**src/rtl/bp_ctrl_if.sv**
```systemverilog
// Fetch/execute-side bundle for the branch-prediction controller.
// The requesters use the master view; the controller uses the slave view.
interface bp_ctrl_if;
  logic        lookup_valid;
  logic [31:0] lookup_pc;
  logic        lookup_ready;
  logic        predict_valid;
  logic        predict_taken;
  logic        update_valid;
  logic [31:0] update_pc;
  logic        update_taken;
  logic        update_ready;
  logic        init_busy;

  modport master (
    output lookup_valid, lookup_pc, update_valid, update_pc, update_taken,
    input  lookup_ready, predict_valid, predict_taken, update_ready, init_busy
  );

  modport slave (
    input  lookup_valid, lookup_pc, update_valid, update_pc, update_taken,
    output lookup_ready, predict_valid, predict_taken, update_ready, init_busy
  );
endinterface

```
**src/rtl/bp_ctrl.sv**
```systemverilog
// Branch-prediction controller: 2-bit counter BHT shared between fetch lookups and
// FIFO-buffered execute updates, with a starvation guard and a post-reset init sweep.
//
// state  | meaning
// S_INIT | sweeping every BHT entry to weakly not-taken; all traffic ignored
// S_RUN  | lookups have priority; queued updates drain in idle or forced cycles
module bp_ctrl #(
  parameter int IDX_W      = 6,
  parameter int QDEPTH     = 4,
  parameter int STARVE_MAX = 4
) (
  input  logic      clk,
  input  logic      rst,
  bp_ctrl_if.slave  bus
);

  localparam int ENTRIES = 1 << IDX_W;
  localparam int PW      = $clog2(QDEPTH);
  localparam int CW      = PW + 1;
  localparam int SW      = $clog2(STARVE_MAX + 1);

  typedef enum logic {S_INIT, S_RUN} state_t;

  state_t state, state_next;

  logic [IDX_W-1:0] init_idx;
  logic [1:0]       bht [ENTRIES];

  logic [IDX_W-1:0] fifo_idx   [QDEPTH];
  logic             fifo_taken [QDEPTH];
  logic [PW-1:0]    wr_ptr, rd_ptr;
  logic [CW-1:0]    count;
  logic [SW-1:0]    starve;

  logic             empty, full, force_pop;
  logic             lookup_fire, push, pop;
  logic [IDX_W-1:0] lookup_idx, update_idx, head_idx;
  logic             head_taken;
  logic [1:0]       head_ctr, head_ctr_next;
  logic             unused_pc_bits;

  assign lookup_idx = bus.lookup_pc[IDX_W+1:2];
  assign update_idx = bus.update_pc[IDX_W+1:2];
  assign unused_pc_bits = ^{bus.lookup_pc[31:IDX_W+2], bus.lookup_pc[1:0],
                            bus.update_pc[31:IDX_W+2], bus.update_pc[1:0]};

  assign empty = (count == '0);
  assign full  = (count == CW'(QDEPTH));

  assign head_idx   = fifo_idx[rd_ptr];
  assign head_taken = fifo_taken[rd_ptr];
  assign head_ctr   = bht[head_idx];

  always_comb begin
    head_ctr_next = head_ctr;
    if (head_taken) begin
      if (head_ctr != 2'b11) head_ctr_next = head_ctr + 2'b01;
    end else begin
      if (head_ctr != 2'b00) head_ctr_next = head_ctr - 2'b01;
    end
  end

  always_ff @(posedge clk or posedge rst) begin
    if (rst) state <= S_INIT;
    else     state <= state_next;
  end

  always_comb begin
    state_next       = state;
    bus.init_busy    = 1'b0;
    bus.lookup_ready = 1'b0;
    bus.update_ready = 1'b0;
    force_pop        = 1'b0;
    lookup_fire      = 1'b0;
    push             = 1'b0;
    pop              = 1'b0;
    case (state)
      S_INIT: begin
        bus.init_busy = 1'b1;
        if (init_idx == {IDX_W{1'b1}}) state_next = S_RUN;
      end
      S_RUN: begin
        force_pop        = (starve == SW'(STARVE_MAX)) && !empty;
        bus.lookup_ready = !force_pop;
        // Full blocks the push even when a pop frees a slot this cycle.
        bus.update_ready = !full;
        lookup_fire      = bus.lookup_valid && !force_pop;
        push             = bus.update_valid && !full;
        pop              = !empty && (force_pop || !bus.lookup_valid);
      end
      default: state_next = S_INIT;
    endcase
  end

  // Table holds no reset: the sweep defines its contents before any access.
  always_ff @(posedge clk) begin
    if (state == S_INIT) bht[init_idx] <= 2'b01;
    else if (pop)        bht[head_idx] <= head_ctr_next;
  end

  always_ff @(posedge clk) begin
    if (push) begin
      fifo_idx[wr_ptr]   <= update_idx;
      fifo_taken[wr_ptr] <= bus.update_taken;
    end
  end

  always_ff @(posedge clk or posedge rst) begin
    if (rst) begin
      init_idx          <= '0;
      wr_ptr            <= '0;
      rd_ptr            <= '0;
      count             <= '0;
      starve            <= '0;
      bus.predict_valid <= 1'b0;
      bus.predict_taken <= 1'b0;
    end else begin
      if (state == S_INIT) init_idx <= init_idx + 1'b1;
      if (push) wr_ptr <= wr_ptr + 1'b1;
      if (pop)  rd_ptr <= rd_ptr + 1'b1;
      case ({push, pop})
        2'b10:   count <= count + CW'(1);
        2'b01:   count <= count - CW'(1);
        default: count <= count;
      endcase
      if (pop || empty) starve <= '0;
      else              starve <= starve + SW'(1);
      bus.predict_valid <= lookup_fire;
      if (lookup_fire) bus.predict_taken <= bht[lookup_idx][1];
    end
  end

endmodule

```
**src/flat_wrapper.sv**
```systemverilog
// flat-port wrapper written by rule: the top's interface ports become plain ports
module bp_ctrl_flat 
#(
  parameter int IDX_W      = 6,
  parameter int QDEPTH     = 4,
  parameter int STARVE_MAX = 4
)
  (clk, rst, bus_lookup_valid, bus_lookup_pc, bus_update_valid, bus_update_pc, bus_update_taken, bus_lookup_ready, bus_predict_valid, bus_predict_taken, bus_update_ready, bus_init_busy);
  bp_ctrl_if bus_i ();
  input  logic clk;
  input  logic rst;
  input wire logic [$bits(bus_i.lookup_valid)-1:0] bus_lookup_valid;
  input wire logic [$bits(bus_i.lookup_pc)-1:0] bus_lookup_pc;
  input wire logic [$bits(bus_i.update_valid)-1:0] bus_update_valid;
  input wire logic [$bits(bus_i.update_pc)-1:0] bus_update_pc;
  input wire logic [$bits(bus_i.update_taken)-1:0] bus_update_taken;
  output wire logic [$bits(bus_i.lookup_ready)-1:0] bus_lookup_ready;
  output wire logic [$bits(bus_i.predict_valid)-1:0] bus_predict_valid;
  output wire logic [$bits(bus_i.predict_taken)-1:0] bus_predict_taken;
  output wire logic [$bits(bus_i.update_ready)-1:0] bus_update_ready;
  output wire logic [$bits(bus_i.init_busy)-1:0] bus_init_busy;
  assign bus_i.lookup_valid = bus_lookup_valid;
  assign bus_i.lookup_pc = bus_lookup_pc;
  assign bus_i.update_valid = bus_update_valid;
  assign bus_i.update_pc = bus_update_pc;
  assign bus_i.update_taken = bus_update_taken;
  assign bus_lookup_ready = bus_i.lookup_ready;
  assign bus_predict_valid = bus_i.predict_valid;
  assign bus_predict_taken = bus_i.predict_taken;
  assign bus_update_ready = bus_i.update_ready;
  assign bus_init_busy = bus_i.init_busy;
  bp_ctrl #(.IDX_W(IDX_W), .QDEPTH(QDEPTH), .STARVE_MAX(STARVE_MAX)) u_core (.clk(clk), .rst(rst), .bus(bus_i));
endmodule
```
**config.mk**
```make
export PLATFORM = sky130hd
export DESIGN_NAME = bp_ctrl_flat
export DESIGN_NICKNAME = d
export VERILOG_FILES = /design/src/rtl/bp_ctrl_if.sv /design/src/rtl/bp_ctrl.sv /design/src/flat_wrapper.sv
export SDC_FILE = /design/constraint.sdc
export NUM_CORES = 1
export LEC_CHECK = 0
export BUFFER_PORTS_ARGS = -buffer_cell sky130_fd_sc_hd__buf_2
export CORE_MARGIN = 5
export CORE_UTILIZATION = 50
export DETAILED_ROUTE_END_ITERATION = 7
export PLACE_DENSITY = 0.76
export SLEW_MARGIN = 30
export SYNTH_ARGS = -nofsm -noshare
export SYNTH_HDL_FRONTEND = slang
export SYNTH_SLANG_ARGS = --single-unit
```
**constraint.sdc**
```tcl
create_clock -name clk -period 6.4 [get_ports clk]
set_clock_uncertainty 0.05 [all_clocks]
set_input_delay 1.28 -clock clk [delete_from_list [all_inputs] [get_ports clk]]
set_output_delay 1.28 -clock clk [all_outputs]
set_load 0.01 [all_outputs]
```
Word level (Yosys, flattened, before mapping)
Memories as Yosys holds them, arrays and structs flattened. A register that Yosys moved wholly into a read port is not among the register bits.
Cells that the tools add are included.

storage, ports and cells
  bits of input ports = 69
  output and inout bits = 5
  RAM bits = 156
  memories kept = 3
  register bits = 18
  logic and storage cells = 59

memory list
  name               words  bits a word  read ports  clocked after Yosys merged registers in  write ports  line           source
  u_core.bht         64     2            2           1                                        1            bp_ctrl.sv:27  logic [1:0] bht [ENTRIES];
  u_core.fifo_idx    4      6            1           0                                        1            bp_ctrl.sv:29  logic [IDX_W-1:0] fifo_idx [QDEPTH];
  u_core.fifo_taken  4      1            1           0                                        1            bp_ctrl.sv:30  logic fifo_taken [QDEPTH];

operators by class
  reduce and logical (&&, ||, !) cells = 14
  eq/ne operators = 6
  $add $sub $neg = 8
  muxes and demuxes = 21

operators with widths
  cell                   number
  $mux W1                14
  $mux W2                4
  $add A2 B1 Y2 const B  3
  $add A3 B1 Y3 const B  2
  $add A6 B1 Y6 const B  1
  $eq A3 B3 Y1 const B   2
  $eq A6 B6 Y1 const B   1
  $mux W6                1
  $pmux W3 S2            1
  $logic_and A1 B1 Y1    4
  $logic_not A1 Y1       4
  $reduce_bool A2 Y1     2
  $logic_not A3 Y1       1
  $mux W3                1
  $sub A3 B1 Y3 const B  1
  $eq A2 B1 Y1 const B   1
  $eq A2 B2 Y1 const B   1
  $logic_or A1 B1 Y1     2
  $ne A2 B2 Y1 const B   1
  $reduce_or A2 Y1       1
  $sub A2 B1 Y2 const B  1

Depth between registers and ports, before layout
Gate-level depths: netlist of the first run.

  depth in word-level cells = 11
  depth in mapped cells = 13

Worst setup path after synthesis of the first run
No wires, ideal clock.

  path kind = reg2reg
  start = register u_core.rd_ptr[0]
  end = memory u_core.bht[0][0] (data pin)
  library setup time = 0.569 ns
  buffers on the path = 2
  setup slack = 1.564 ns
  period minus slack after synthesis = 4.836 ns
  cell stages (with the launch flop) = 11
  arrival = 4.216 ns
  path through = dfrtp_1 -> buf_6 -> buf_2 -> mux4_2 -> or2_1 -> a221oi_1 -> o21ai_1 -> o311ai_1 -> a21o_1 -> o211a_2 -> a2bb2oi_1

between the ends
  cells in the longest elaborated chain, start to end = 6
  elaborated cells on any way between the ends = 11
  those cells by class = 2 x add/sub; 1 x eq/ne; 4 x mux; 1 x reduce/logical; 3 x memory

RTL lines
  item                                   line                          source
  start: declaration                     bp_ctrl.sv:31                 logic [PW-1:0] wr_ptr, rd_ptr;
  start signal: assignment               bp_ctrl.sv:120                if (pop) rd_ptr <= rd_ptr + 1'b1;
  $mem_v2 Z4 W6                          n/a
  $mem_v2 Z64 W2                         n/a
  $sub A2 B1 Y2 (tied with other cells)  bp_ctrl.sv:59                 if (head_ctr != 2'b00) head_ctr_next = head_ctr - 2'b01;
  $mux W2, on equally long branches      bp_ctrl.sv:59, bp_ctrl.sv:57
  $mux W2 (*)                            bp_ctrl.sv:56                 if (head_taken) begin
  $mux W2 (no line) (*)                  n/a
  end: declaration                       bp_ctrl.sv:27

Every way passes the cells marked *; elsewhere a longest branch is shown, timed or not.

Final worst setup path of the first run
  start = register u_core.rd_ptr[0]
  end = memory u_core.bht[50][0] (data pin)

The elaborated chain is that of the path after synthesis.

==> results of run 1 <==
==> registers in the layout, summed over array words and instances, names as in the netlist, 2 cells and up <==
| register | cells |
|---|---|
| u_core.bht | 128 |
| u_core.init_idx | 6 |
| u_core.starve | 3 |
| u_core.fifo_taken | 4 |
| u_core.rd_ptr | 2 |
| u_core.count | 3 |
| u_core.fifo_idx | 24 |
| u_core.wr_ptr | 2 |
==> synthesized netlist by cell type (2+ instances only) <==
master     number  area (sq um)
o311ai_1        2          17.5
or3_1           5          31.3
dfrtp_1        19           475
a2111oi_0       2          17.5
a211oi_1        2          15.0
nand3_1         8          40.0
a21oi_1         6          30.0
o22a_1          2          17.5
o32ai_1         4          35.0
mux4_2         31           698
edfxtp_1      156          4680
inv_1          15          56.3
xnor2_1        10          87.6
xor2_1          2          17.5
mux2_2          8          90.1
o211ai_1        3          22.5
o2111ai_1       6          52.6
a31oi_1         2          12.5
mux2_4          2          30.0
and3_1          5          31.3
clkbuf_1        8          30.0
buf_2          15          75.1
nand4_1         4          25.0
ha_1            8           100
nor2_1         77           289
and2_1          2          12.5
o21ai_0         5          25.0
nand2_1        44           165
mux2i_1        73           731
buf_6           3          33.8
nor2b_1         7          43.8
a22oi_1         2          15.0
==> critical path: stages, from the launching register on <==
cell and delay (ns):
dfrtp_1 0.84, mux4_2 0.94, buf_4 0.52, mux2i_1 0.27, a22oi_1 0.13, nand4_1 0.11
or3b_1 0.36, a21oi_1 0.21, nor3_1 0.16, a2bb2oi_4 0.63, buf_4 0.44
==> cell families (layout without fill, tap and decap cells) <==
group / after synthesis / count (layout) / synth area share
muxes: 114 / 114 / 0.190
buffers and inverters: 42 / 70 / 0.0249
xor gates and xnor gates: 12 / 12 / 0.0129
DFF: 175 / 175 / 0.633
adders and majority gates: 9 / 9 / 0.0147
AOI/OAI and AO/OA: 44 / 44 / 0.0410
and+or+nand+nor: 158 / 158 / 0.0835
==> metrics by stage <==
| step | cells | instance area [sq um] | total power (uW) |
|---|---|---|---|
| floorplan | 554 | 8150 | 1270 |
| global placement | 766 | 8410 | 1280 |
| detailed placement | 766 | 8410 | 1280 |
| CTS | 798 | 9010 | 2290 |
| global route | 798 | 9010 | 2350 |
| finish | 798 | 9010 | 2290 |
==> metal layers <==
layer / track usage / up-vias / part of all wire
li1: - / 2140 / -
met1: 0.253 / 2410 / 0.38
met2: 0.338 / 224 / 0.50
met3: 0.0424 / 45 / 0.086
met4: 0.0809 / 0 / 0.029
met5: 0 / - / 0
==> cell type report <==
cell class | instances | area, sq um | share of cell area
well taps | 216 | 270 | 0.0300
multi-input cells | 337 | 2810 | 0.312
inverters | 15 | 56.3 | 0.00625
flip-flops and latches | 175 | 5160 | 0.573
clock buffers | 18 | 429 | 0.0476
repair buffers | 23 | 120 | 0.0133
clock inverters | 14 | 168 | 0.0186
==> power breakdown <==
group          switching [uW]  internal (uW)
clock network             427            612
registers                   0           1230
logic                    14.2           9.08
==> path summary, 6_finish.rpt <==
check | end | slack (ns) | from | cells past startpoint
worst min register to register | u_core.starve[0] | 0.43 | u_core.starve[0] | 1
max in group asynchronous | u_core.init_idx[1] | 4.95 | rst | 2
worst min-delay path | u_core.starve[0] | 0.43 | u_core.starve[0] | 1
worst max register to register | u_core.bht[50][0] | 1.49 | u_core.rd_ptr[0] | 10
worst max-delay path | u_core.bht[50][0] | 1.49 | u_core.rd_ptr[0] | 10
min in group asynchronous | u_core.count[1] | 0.90 | rst | 2
==> run summary, run 1 <==
Max clock buf depth: 2
Vias/cell: 6.04
Critical Path End Type: flip-flop
PortBufs: 21
Core area: 15900 sq um
Synth warn: 0
# fillers: 1233
Final HPWL DP: 11.6 mm
Worst-skew pair later-pin latency: 0.43 ns
Critical Path Start Type: flip-flop
Pwr dens: 254 nW/um^2
Final setup fails: 0
Reg clk slew, reported paths: 0.06 ns
Synth unique cells: 48
Req. time, crit path: 6.57 ns
Async SR Flop Fraction: 0.109
Total Die Area: 19000 sq um
Net count after synthesis: 632
Area grow syn2layout: 10.6%
Routed len/inst: 22.5 um
Final Cycle Share: 0.767
Hold Path Class: flip-flop to flip-flop
Lkg Pwr: 0.00285 uW
Slew Limit Headroom: 0.455
Final hold slack: 0.431 ns
Initial antenna violation count: 0
Largest net degree at the start of global routing: 65
Max_cap viols: 0
RSZ-0062 raised after global routing: no
Die width: 138 um
Drt pass-1 iters: 5
Io pins: 74
Post-Route WL: 17.9 mm
Setup TNS: 0 ns
Routed vias: 4819
Status: completed
Crit Path Class: flip-flop to flip-flop
Vias in the first global route: 5044
Fin util: 0.565
Antenna fix cells: 0
Synthesized cell area: 8150 sq um
Register bit count reported by yosys: 175
Worst-path maximum fanout: 34
DRT iter0 DRCs: 513
Final nets: 647
CTS H-Tree Depth: 4
Commonest non-fill, non-tap cell in the layout: edfxtp_1
Die height: 138 um
Pre-CTS worst setup slack: 1.50 ns
Final hold violation count: 0
Root Buffer: clkbuf_16
Clock sink total: 175
Register area share after synthesis: 0.633
CTS tree: done
Most frequent cells in the layout: edfxtp_1, nor2_1, mux2i_1
Fin worst setup slack: 1.49 ns
Main synth FF type: edfxtp_1
Cts bufs inserted: 17
Initial Util: 0.511
Remaining DRCs: 0
Post-route minimum period: 4.91 ns
First-pass GRT wire length: 27.9 mm
Syn Area/Cell: 14.7 sq um
Post-synthesis instance total: 554
Fraction of final layout cells sized beyond drive strength 1: 0.168
Setup bufs post-CTS: 0
Final Slew Violations: 0
Fmax: 204 MHz
# resized after CTS: 0
CP arrival: 5.08 ns
Row Count: 46
RePlAce Congestion: 0.851
Number of flops mapped to enable cells by yosys: 156
Worst Tran Pin Value: 0.817 ns
Antenna viol nets, final: 0
VDD IR-drop max: 0.000171 V
CTS Hold Bufs: 0
Grt total ovfl: 0
Gr usage total: 0.200
Power figures use the tool's default switching activity.
==> run 2: changes to the inputs <==
==> constraint.sdc (replaced) <==
create_clock -name clk -period 4.55 [get_ports clk]
set_clock_uncertainty 0.05 [all_clocks]
set_input_delay 0.91 -clock clk [delete_from_list [all_inputs] [get_ports clk]]
set_output_delay 0.91 -clock clk [all_outputs]
set_load 0.01 [all_outputs]
==> run summary, run 2 (synthesized netlist as in run 1, its figures left out) <==
Status: completed
GR Layer Usage met3: 0.0424
Req. time, crit path: 4.64 ns
M2 GR Usage: 0.344
Die height: 138 um
Fin util: 0.572
Max reg flops: 128
Clock sink total: 175
First-pass GRT wire length: 27.3 mm
Commonest non-fill, non-tap cell in the layout: edfxtp_1
Multi-input logic area: 2810 sq um
Slew Limit Headroom: 0.435
Sw Pwr: 614 uW
CTS H-Tree Depth: 4
Pwr dens: 359 nW/um^2
Grt total ovfl: 0
Reg clk slew, reported paths: 0.06 ns
Final HPWL DP: 11.5 mm
Post-route minimum period: 4.08 ns
Critical Path End Type: flip-flop
Regs by FF count: u_core.bht x128, u_core.fifo_idx x24, u_core.init_idx x6
# fillers: 1202
Max_cap viols: 0
RePlAce Congestion: 0.863
Most flops, register: u_core.bht
Vias/cell: 6.00
Setup slack, reg-to-reg: 0.47 ns
Final Slew Violations: 0
Final setup fails: 0
GRT busiest layer: met2
Hold Path Class: flip-flop to flip-flop
Row Count: 46
Antenna viol nets, final: 0
Routed len/inst: 21.9 um
CP max stage delay: 0.66 ns
Final hold violation count: 0
Final Cycle Share: 0.896
Launch point of the worst reg-to-reg path: u_core.rd_ptr[0]
Final nets: 653
Fmax: 245 MHz
Final hold slack: 0.417 ns
Io pins: 74
Lkg Pwr: 0.00290 uW
Cts bufs inserted: 17
CTS tree: done
Setup TNS: 0 ns
Design area: 9110 sq um
Remaining DRCs: 0
Crit Path Class: flip-flop to flip-flop
# resized after CTS: 0
Critical Path Start Type: flip-flop
Die width: 138 um
Gate power share: 0.010
DRT iter0 DRCs: 546
Vias in the first global route: 4996
Root Buffer: clkbuf_16
Worst-path maximum fanout: 64
Fraction of final layout cells sized beyond drive strength 1: 0.179
CP cell instances: buf_4 > mux4_2 > nor2b_1 > nand2_1 > o311ai_1 > o22a_1 > nand3_1 > a2bb2o_4
Net switching fraction of the power: 0.188
Critical-path top delay cell: a2bb2o_4
VDD IR-drop max: 0.000294 V
Initial antenna violation count: 0
Setup bufs post-CTS: 0
Worst-skew pair later-pin latency: 0.43 ns
Gr usage total: 0.199
PortBufs: 21
Most frequent cells in the layout: edfxtp_1, nor2_1, mux2i_1
Routed vias: 4826
Area grow syn2layout: 11.8%
GR met1 Demand/Resource: 0.242
Max clock buf depth: 2
Worst setup path start: u_core.rd_ptr[0]
Hold path start: u_core.starve[0]
CP arrival: 4.17 ns
Register area: 5160 sq um
Antenna fix cells: 0
Total Die Area: 19000 sq um
Initial Util: 0.511
Core area: 15900 sq um
Placed instance area: 8500 sq um
Drt pass-1 iters: 6
CTS Hold Bufs: 0
Clock group share of total power: 0.461
Reg power frac: 0.529
RSZ-0062 raised after global routing: no
Largest net degree at the start of global routing: 65
Worst Tran Pin Value: 0.848 ns
Internal power: 2660 uW
Post-Route WL: 17.6 mm
## run 2: changes by cell type in the layout (fill, tap and decap cells not counted)
cell,previous run,this run
clkinv_4,2,1
clkbuf_1,1,0
bufinv_16,3,4
buf_12,0,3
mux4_4,1,0
clkinv_2,2,3
buf_4,2,5
mux4_2,30,31
## run 2: worst paths after layout
| kind | cells past startpoint | end |
|---|---|---|
| worst max-delay path | 8 | u_core.bht[36][1] |
| worst min-delay path | 1 | u_core.starve[0] |
| worst max register to register | 8 | u_core.bht[36][1] |
| worst min register to register | 1 | u_core.starve[0] |
| max in group asynchronous | 2 | u_core.init_idx[4] |
| min in group asynchronous | 2 | u_core.count[0] |
## run 2: metrics by stage
step / std cells / setup WS, ns / power [uW]
2_1_floorplan: 554 / 0.759 / 1780
3_3_place_gp: 772 / 0.679 / 1790
3_5_place_dp: 772 / 0.534 / 1800
4_1_cts: 804 / 0.527 / 3280
5_1_grt: 804 / 0.291 / 3350
6_report: 804 / 0.473 / 3270
## run 2: power groups by stage
stage,clock network [uW],registers [uW],logic (uW)
after CTS,1520,1730,32.5
after detailed placement,0,1760,32.5
after floorplan,0,1760,16.9
final,1510,1730,32.2
after global placement,0,1760,31.5
after global routing,1580,1730,35.1
## run 2: critical path, delay by kind of cell (launching register included)
kind                   cells  cell delay, ns
AO/OA/AOI/OAI              3            1.44
buffers and inverters      1            0.27
flip-flops                 1            0.60
multiplexers               1            0.65
AND/OR/NAND/NOR            3            0.74
## run 2: cell type report
class,count,share of cell area
Tap cell,216,0.0296
Clock buffer,17,0.0467
Sequential cell,175,0.566
Timing Repair Buffer,29,0.0222
Inverter,15,0.00618
Clock inverter,15,0.0213
Multi-Input combinational cell,337,0.308
## run 2: layer usage
layer	wire [um]	vias up
met5	0	-
met4	479	0
met3	1270	42
met2	9210	218
met1	6620	2415
li1	-	2151
==> run 3: changes to the inputs <==
--- a/config.mk
+++ b/config.mk
@@ -5,7 +5,9 @@
 export SDC_FILE = /design/constraint.sdc
 export NUM_CORES = 1
 export LEC_CHECK = 0
+export ABC_AREA = 1
 export BUFFER_PORTS_ARGS = -buffer_cell sky130_fd_sc_hd__buf_2
+export CORE_ASPECT_RATIO = 0.75
 export CORE_MARGIN = 5
 export CORE_UTILIZATION = 50
 export DETAILED_ROUTE_END_ITERATION = 7
==> run summary, run 3 <==
Final nets: 915
Max_cap viols: 0
CP arrival: 3.67 ns
Initial Util: 0.508
Critical-path top delay cell: dfrtp_1
Setup slack, reg-to-reg: 0.97 ns
Grt total ovfl: 0
Synth unique cells: 42
Synthesized cell area: 8550 sq um
CTS tree: done
Post-route minimum period: 3.58 ns
PortBufs: 21
Most frequent cells in the layout: edfxtp_1, nand3_1, nand2_1
Reg power frac: 0.545
Setup TNS: 0 ns
Synth warn: 0
Clock sink total: 175
Fmax: 280 MHz
Fin worst setup slack: 0.972 ns
Post-Route WL: 21.2 mm
Leading area contributor after synthesis: edfxtp_1
Sw Pwr: 655 uW
CP max stage delay: 0.60 ns
Launch point of the worst reg-to-reg path: u_core.rd_ptr[0]
Gr usage total: 0.222
Net count after synthesis: 900
Setup bufs post-CTS: 0
Critical Path Start Type: flip-flop
Regs by FF count: u_core.bht x128, u_core.fifo_idx x24, u_core.init_idx x6
# fillers: 1389
Lkg Pwr: 0.00341 uW
Worst-skew pair later-pin latency: 0.43 ns
Antenna fix cells: 0
Largest net degree at the start of global routing: 67
Hold path start: u_core.starve[0]
Clock group share of total power: 0.436
Antenna viol nets, final: 0
CTS H-Tree Depth: 4
Worst-path maximum fanout: 64
# resized after CTS: 0
Top cells by count, synth: edfxtp_1, nand3_1, nand2_1, nor2_1, o21ai_0
Vias/cell: 5.97
Worst Tran Pin Value: 0.754 ns
RSZ-0062 raised after global routing: no
Internal power: 2520 uW
Final HPWL DP: 13.1 mm
Req. time, crit path: 4.64 ns
Most flops, register: u_core.bht
Hold Path Class: flip-flop to flip-flop
Remaining DRCs: 0
RePlAce Congestion: 0.859
Routed vias: 6360
Final setup fails: 0
CTS Hold Bufs: 0
Status: completed
Drt pass-1 iters: 5
Max clock buf depth: 2
Critical Path End Type: flip-flop
Net switching fraction of the power: 0.207
Final Slew Violations: 0
Register bit count reported by yosys: 175
Number of flops mapped to enable cells by yosys: 156
Root Buffer: clkbuf_16
Row Count: 41
Initial antenna violation count: 0
Die width: 161 um
VDD IR-drop max: 0.000263 V
DRT iter0 DRCs: 1037
Area grow syn2layout: 9.31%
Syn Area/Cell: 10.4 sq um
Most common cell in the netlist: edfxtp_1
Pwr dens: 339 nW/um^2
Reg clk slew, reported paths: 0.06 ns
Routed len/inst: 19.9 um
Max reg flops: 128
Final hold violation count: 0
R2r endpoint: u_core.bht[32][1]
First-pass GRT wire length: 33.3 mm
Design area: 9340 sq um
Main synth FF type: edfxtp_1
Register area share after synthesis: 0.604
Gate power share: 0.019
CP dominant cell by count: nand3_1
FF-to-FF path depth: 14
Hold path depth: 1
Final Cycle Share: 0.786
Core area: 16800 sq um
Async SR Flop Fraction: 0.109
Total Die Area: 19800 sq um
Post-synthesis instance total: 822
Synth top area share: 0.548
Register area: 5160 sq um
Pre-CTS worst setup slack: 1.10 ns
CP cell instances: inv_4 > nand2_1 > nand3_1 > nand2_2 > inv_2 > nand3_1 > nand3_1 > nand3_1 > nand3_1 > nand2_1 > nand2_1 > nand2_1 > nor2_4 > buf_4
Hold endpoint: u_core.starve[0]
Fraction of final layout cells sized beyond drive strength 1: 0.144
Placed instance area: 8790 sq um
Vias in the first global route: 5922
Die height: 123 um
Multi-input logic area: 2950 sq um
Area contributors post-synth: edfxtp_1, nand3_1, nand2_1, dfrtp_1, nor2_1
Slew Limit Headroom: 0.497
Crit Path Class: flip-flop to flip-flop
Io pins: 74
Fin util: 0.555
Commonest non-fill, non-tap cell in the layout: edfxtp_1
Cts bufs inserted: 17
## run 3: cell type report
type                       instances  share of cell area
multi-input combinational        563               0.316
sequential                       175               0.552
timing repair buffer              34              0.0230
inverter                          46              0.0201
tap                              215              0.0288
clock buffer                      20              0.0478
clock inverter                    12              0.0119
## run 3: worst max-delay path: cells and delay by family, from the launching register on
| family | cells | cell delay (ns) |
|---|---|---|
| buffers and inverters | 3 | 1.23 |
| flip-flops | 1 | 0.60 |
| AND/OR/NAND/NOR | 11 | 1.34 |
## run 3: worst max path at each step
stage	from	to	slack, ns	depth (start not counted)
detailed placement	u_core.rd_ptr[0]	u_core.bht[11][1]	1.10	16
CTS	u_core.rd_ptr[0]	u_core.bht[37][0]	1.06	14
global route	u_core.rd_ptr[0]	u_core.bht[27][1]	0.74	14
floorplan	u_core.rd_ptr[0]	u_core.bht[0][1]	0.89	16
finish	u_core.rd_ptr[0]	u_core.bht[32][1]	0.97	14
global placement	u_core.rd_ptr[0]	u_core.bht[12][1]	1.14	16
## run 3: kinds of logic (layout without fill, tap and decap cells)
kind of cell,count (synthesis),after routing,share of synthesized area
and+or+nand+nor,458,458,0.254
DFF,175,175,0.604
AOI/OAI and AO/OA,85,85,0.0654
buffers and inverters,84,112,0.0517
xor gates and xnor gates,11,11,0.0113
adders and majority gates,9,9,0.0141
## run 3: power by group through the flow
stage	Combinational (uW)	Clock (uW)	Sequential (uW)
2_1_floorplan	29.6	0	1760
3_3_place_gp	56.0	0	1760
3_5_place_dp	56.7	0	1760
4_1_cts	57.2	1390	1730
5_1_grt	63.8	1460	1730
6_report	59.2	1380	1730
## run 3: per-stage QoR
step | std cells | hold slack, ns | power, uW
2_1_floorplan | 822 | 0.380 | 1790
3_3_place_gp | 1033 | 0.402 | 1820
3_5_place_dp | 1033 | 0.411 | 1820
4_1_cts | 1065 | 0.418 | 3180
5_1_grt | 1065 | 0.460 | 3250
6_report | 1065 | 0.424 | 3170
## run 3: per-layer routing
metal / GRT usage / wire length, um / vias to the layer above
li1: - / - / 2914
met1: 0.307 / 8820 / 3022
met2: 0.339 / 9650 / 378
met3: 0.0653 / 2310 / 46
met4: 0.0810 / 416 / 0
met5: 0 / 0 / -
